--- src/rtl/seq_detector_param_if.sv ---
// Serial-stream bundle for seq_detector_param: control and data inputs, match outputs and counter.
// The master side drives the stream. The slave side is the detector.
interface seq_detector_param_if #(
    parameter int CNT_W = 8
);
    logic             clr;
    logic             en;
    logic             inp;
    logic             overlap;
    logic             out;
    logic             out_reg;
    logic [CNT_W-1:0] match_count;
    logic             count_sat;

    modport master (
        output clr, en, inp, overlap,
        input  out, out_reg, match_count, count_sat
    );

    modport slave (
        input  clr, en, inp, overlap,
        output out, out_reg, match_count, count_sat
    );
endinterface

--- src/rtl/seq_detector_param.sv ---
// Parametrised Mealy serial pattern detector with overlap control, enable, synchronous clear and a registered match copy.
// Define SEQ_DET_COUNT_EN to build the saturating match counter; otherwise match_count and count_sat are tied to 0.
module seq_detector_param #(
    parameter int                 PAT_LEN = 3,
    parameter logic [PAT_LEN-1:0] PATTERN = 3'b110,
    parameter int                 CNT_W   = 8
) (
    input  logic                 clk,
    input  logic                 rst,
    seq_detector_param_if.slave  bus
);
    localparam int FILL_W = (PAT_LEN <= 2) ? 1 : $clog2(PAT_LEN);
    localparam logic [FILL_W-1:0] FILL_FULL = FILL_W'(PAT_LEN - 1);

    logic [PAT_LEN-2:0] hist_q, hist_d, hist_shift;
    logic [FILL_W-1:0]  fill_q, fill_d;
    logic               out_reg_q, out_reg_d;
    logic               accept;
    logic               match;

    // The newest bit enters at bit 0; a two-bit pattern keeps only one history bit.
    generate
        if (PAT_LEN == 2) begin : g_hist_one
            assign hist_shift = bus.inp;
        end else begin : g_hist_many
            assign hist_shift = {hist_q[PAT_LEN-3:0], bus.inp};
        end
    endgenerate

    assign accept = bus.en & ~bus.clr;
    assign match  = accept & (fill_q == FILL_FULL) & ({hist_q, bus.inp} == PATTERN);

    always_comb begin
        hist_d    = hist_q;
        fill_d    = fill_q;
        out_reg_d = match;
        if (bus.clr) begin
            hist_d = '0;
            fill_d = '0;
        end else if (bus.en) begin
            hist_d = hist_shift;
            // Non-overlapping mode throws away the history that formed the match.
            if (match && !bus.overlap) begin
                fill_d = '0;
            end else if (fill_q != FILL_FULL) begin
                fill_d = fill_q + 1'b1;
            end
        end
    end

    always_ff @(posedge clk or posedge rst) begin
        if (rst) begin
            hist_q    <= '0;
            fill_q    <= '0;
            out_reg_q <= 1'b0;
        end else begin
            hist_q    <= hist_d;
            fill_q    <= fill_d;
            out_reg_q <= out_reg_d;
        end
    end

    assign bus.out     = match;
    assign bus.out_reg = out_reg_q;

`ifdef SEQ_DET_COUNT_EN
    logic [CNT_W-1:0] cnt_q, cnt_d;

    always_comb begin
        cnt_d = cnt_q;
        if (bus.clr) begin
            cnt_d = '0;
        end else if (match && !(&cnt_q)) begin
            cnt_d = cnt_q + 1'b1;
        end
    end

    always_ff @(posedge clk or posedge rst) begin
        if (rst) begin
            cnt_q <= '0;
        end else begin
            cnt_q <= cnt_d;
        end
    end

    assign bus.match_count = cnt_q;
    assign bus.count_sat   = &cnt_q;
`else
    assign bus.match_count = {CNT_W{1'b0}};
    assign bus.count_sat   = 1'b0;
`endif
endmodule

--- src/flat_wrapper.sv ---
// flat-port wrapper written by rule: the top's interface ports become plain ports
module seq_detector_param_flat 
#(
    parameter int                 PAT_LEN = 3,
    parameter logic [PAT_LEN-1:0] PATTERN = 3'b110,
    parameter int                 CNT_W   = 8
)
  (clk, rst, bus_clr, bus_en, bus_inp, bus_overlap, bus_out, bus_out_reg, bus_match_count, bus_count_sat);
  seq_detector_param_if #(.CNT_W(CNT_W)) bus_i ();
  input  logic clk;
  input  logic rst;
  input wire logic [$bits(bus_i.clr)-1:0] bus_clr;
  input wire logic [$bits(bus_i.en)-1:0] bus_en;
  input wire logic [$bits(bus_i.inp)-1:0] bus_inp;
  input wire logic [$bits(bus_i.overlap)-1:0] bus_overlap;
  output wire logic [$bits(bus_i.out)-1:0] bus_out;
  output wire logic [$bits(bus_i.out_reg)-1:0] bus_out_reg;
  output wire logic [$bits(bus_i.match_count)-1:0] bus_match_count;
  output wire logic [$bits(bus_i.count_sat)-1:0] bus_count_sat;
  assign bus_i.clr = bus_clr;
  assign bus_i.en = bus_en;
  assign bus_i.inp = bus_inp;
  assign bus_i.overlap = bus_overlap;
  assign bus_out = bus_i.out;
  assign bus_out_reg = bus_i.out_reg;
  assign bus_match_count = bus_i.match_count;
  assign bus_count_sat = bus_i.count_sat;
  seq_detector_param #(.PAT_LEN(PAT_LEN), .PATTERN(PATTERN), .CNT_W(CNT_W)) u_core (.clk(clk), .rst(rst), .bus(bus_i));
endmodule
--- config.mk ---
export PLATFORM = sky130hd
export DESIGN_NAME = seq_detector_param_flat
export DESIGN_NICKNAME = d
export VERILOG_FILES = /design/src/rtl/seq_detector_param_if.sv /design/src/rtl/seq_detector_param.sv /design/src/flat_wrapper.sv
export SDC_FILE = /design/constraint.sdc
export NUM_CORES = 1
export LEC_CHECK = 0
export BUFFER_PORTS_ARGS = -buffer_cell sky130_fd_sc_hd__buf_2
export CAP_MARGIN = 10
export CORE_AREA = 4 4 41 43
export CTS_CLUSTER_DIAMETER = 200
export CTS_CLUSTER_SIZE = 28
export DETAILED_ROUTE_END_ITERATION = 12
export DIE_AREA = 0 0 45 47
export PLACE_DENSITY_LB_ADDON = 0.05
export RECOVER_POWER = 50
export SETUP_SLACK_MARGIN = 0.1
export SYNTH_ARGS = -nofsm -noshare
export SYNTH_HDL_FRONTEND = slang
export SYNTH_SLANG_ARGS = --single-unit
export TNS_END_PERCENT = 30
--- constraint.sdc ---
create_clock -name clk -period 2.7 [get_ports clk]
set_input_delay 0.54 -clock clk [delete_from_list [all_inputs] [get_ports clk]]
set_output_delay 0.54 -clock clk [all_outputs]
set_load 0.005 [all_outputs]
==> results.ini <==
[outcome]
status=finished, final reports clean

[clock_network]
ctsHoldBuffers=0
post_cts_buffers=0
cts_repair_resize_count=0
clockBufferDepth=2
cts.sinks=5
clk_latency_ns=0.23
cts-buffers-inserted=3
cts_tree=done
h-tree-depth=1
clockRootBuffer=clkbuf_4
path_clk_slew_ns=0.04

[timing]
period_minus_slack_ns=2.024
hold_violations=0
setup_viol=0
fin_hold_ws_ns=0.1874
fmax_mhz=494.2
finalSetupTns_ns=0
fin_skew_ns=0.001611
slew_viol_final=0
post-route-period-util_pct=74.95
rsz0062_at_grt=no

[floorplan]
core_sq_um=1301
dieArea_sq_um=2115
fp.dieW_um=45
initial_utilization_pct=23.94
ios=17
num_rows=13
fp.dieH_um=47

[finish]
drive_gt1_share_pct=26.83
utilization_pct=27.12
most-common-layout-cells=9 x conb_1, 6 x buf_2, 5 x dfrtp_1, 3 x clkbuf_4
antenna_cells=0
final_common_cell=conb_1
fillCellCount=143
area_growth_pct=13.25
fin_cells=56
nets=49

[synthesis]
synth_top_family_by_area=buffers and inverters
synth-xor-area-share_pct=0
ys_types=14
ys_ff_latch=5
muxShareOfSynthArea_pct=10.04
netlist_instances=31
ys_seq_area_share_pct=40.16
synth_compound_area_share_pct=8.032
synth_area_sq_um=311.5
synth_area_per_cell_sq_um=10.05
yosys_warnings=0
synth_fa_ha_area_share_pct=4.016
yosys.area_share.simple_pct=12.45

[placed_design]
placedCellCount=52
post-dp-hpwl_um=463.3
gp_congestion=0.6099
port_buffers=7

[power_and_ir_drop]
swShare_pct=22.43
powerDensity_nw_per_um2=528.3
p_sw_mw=0.04180
p_comb_share_pct=12.2
ir_drop_mv=0.2691
p_seq_share_pct=43.7
pwr-share-clk_pct=44.1
p_leak_nw=0.1836
p_int_mw=0.1446

[global_routing]
track_usage_pct=5.728
antenna_found_initial=0
grt_pass1_vias=205
grt_overflow=0
grt_pass1_wl_um=828
grt_max_degree=6

[critical_path]
end_kind=output pin
startpoint_type=primary input
critical_path.startpoint=bus_en
crit_required_ns=2.16
critPathMaxFanout=5
crit_family=simple AND/OR/NAND/NOR gates
cp.buffers_inverters=2
critical_path_depth=4
rr_worst_depth=5
slowest_stage=nor3b_1
crit_chain=clkbuf_1, nand4b_1, nor3b_1, buf_2
cpPeakStageDelay_ns=0.33
cp.arrival_ns=1.48
reg2reg_from=u_core.fill_q[0]$_DFFE_PP0P_
path_class=in -> out

[drt]
met2_length_um=240
routed.top_layer=met3
wire_per_inst_um=9.625
vias=211
met3_length_um=66
drc_errors=0
ant_nets=0
drt_iter0_markers=0
first_pass_iters=1
met1Wirelength_um=232
vias_per_cell=3.768
wl_um=539

[hold_path]
hold_path_class=in -> async

[flow_run]
maxCapViolCount=0

## stage by stage
step / setup slack, ns / cell area (sq um) / power, mW
5_1_grt: 0.5407 / 352.8 / 0.1980
3_3_place_gp: 0.8567 / 327.8 / 0.1052
3_5_place_dp: 0.7662 / 327.8 / 0.1053
6_report: 0.6764 / 352.8 / 0.1864
4_1_cts: 0.7626 / 354.1 / 0.1915
2_1_floorplan: 1.140 / 341.6 / 0.1062
## logic make-up (layout without fill, tap and decap cells)
logic type,Yosys count,after routing
buf+inv,11,13
simple gates,6,6
flops,5,5
compound gates,4,4
mux,3,3
fa+ha+maj,1,1
other cells,1,9
## final timing paths
path                                                 to  slack [ns]
setup / recovery                                bus_out        0.68
hold / removal             u_core.fill_q[1]$_DFFE_PP0P_        0.19
setup reg to reg           u_core.fill_q[0]$_DFFE_PP0P_        1.40
hold reg to reg            u_core.hist_q[0]$_DFFE_PP0P_        0.56
max in group asynchronous  u_core.hist_q[0]$_DFFE_PP0P_        2.35
min in group clk           u_core.fill_q[1]$_DFFE_PP0P_        0.53
## cell usage after synthesis
| cell | n | share of area [%] |
|---|---|---|
| nor2_1 | 2 | 2.4 |
| o211ai_1 | 2 | 4.8 |
| ha_1 | 1 | 4.0 |
| conb_1 | 1 | 1.2 |
| or2_0 | 1 | 2.0 |
| mux2_2 | 1 | 3.6 |
| mux2i_1 | 2 | 6.4 |
| dfrtp_1 | 5 | 40 |
| buf_4 | 9 | 22 |
| nand4b_1 | 1 | 2.8 |
| nand2b_2 | 1 | 2.8 |
| nor3b_1 | 1 | 2.4 |
| a21oi_1 | 2 | 3.2 |
| inv_1 | 2 | 2.4 |
## cell type report
class | count | area [sq um] | area share (%)
Clock buffer | 4 | 26.28 | 7.447
Sequential cell | 5 | 125.1 | 35.46
Inverter | 2 | 7.507 | 2.128
Tap cell | 15 | 18.77 | 5.319
Timing Repair Buffer | 7 | 33.78 | 9.574
Multi-Input combinational cell | 23 | 141.4 | 40.07
## routing by layer
metal	global-route usage (%)	vias up
li1	-	106
met1	5.568	90
met2	9.887	15
met3	1.533	0
met4	5.263	0
met5	0	-
## power groups by stage
stage	logic, mW	clock network [mW]	registers, mW
2_1_floorplan	0.0245	0	0.0817
3_3_place_gp	0.0230	0	0.0823
3_5_place_dp	0.0229	0	0.0824
4_1_cts	0.0230	0.0871	0.0814
5_1_grt	0.0265	0.0898	0.0817
6_report	0.0228	0.0822	0.0814
Power figures use the tool's default switching activity.
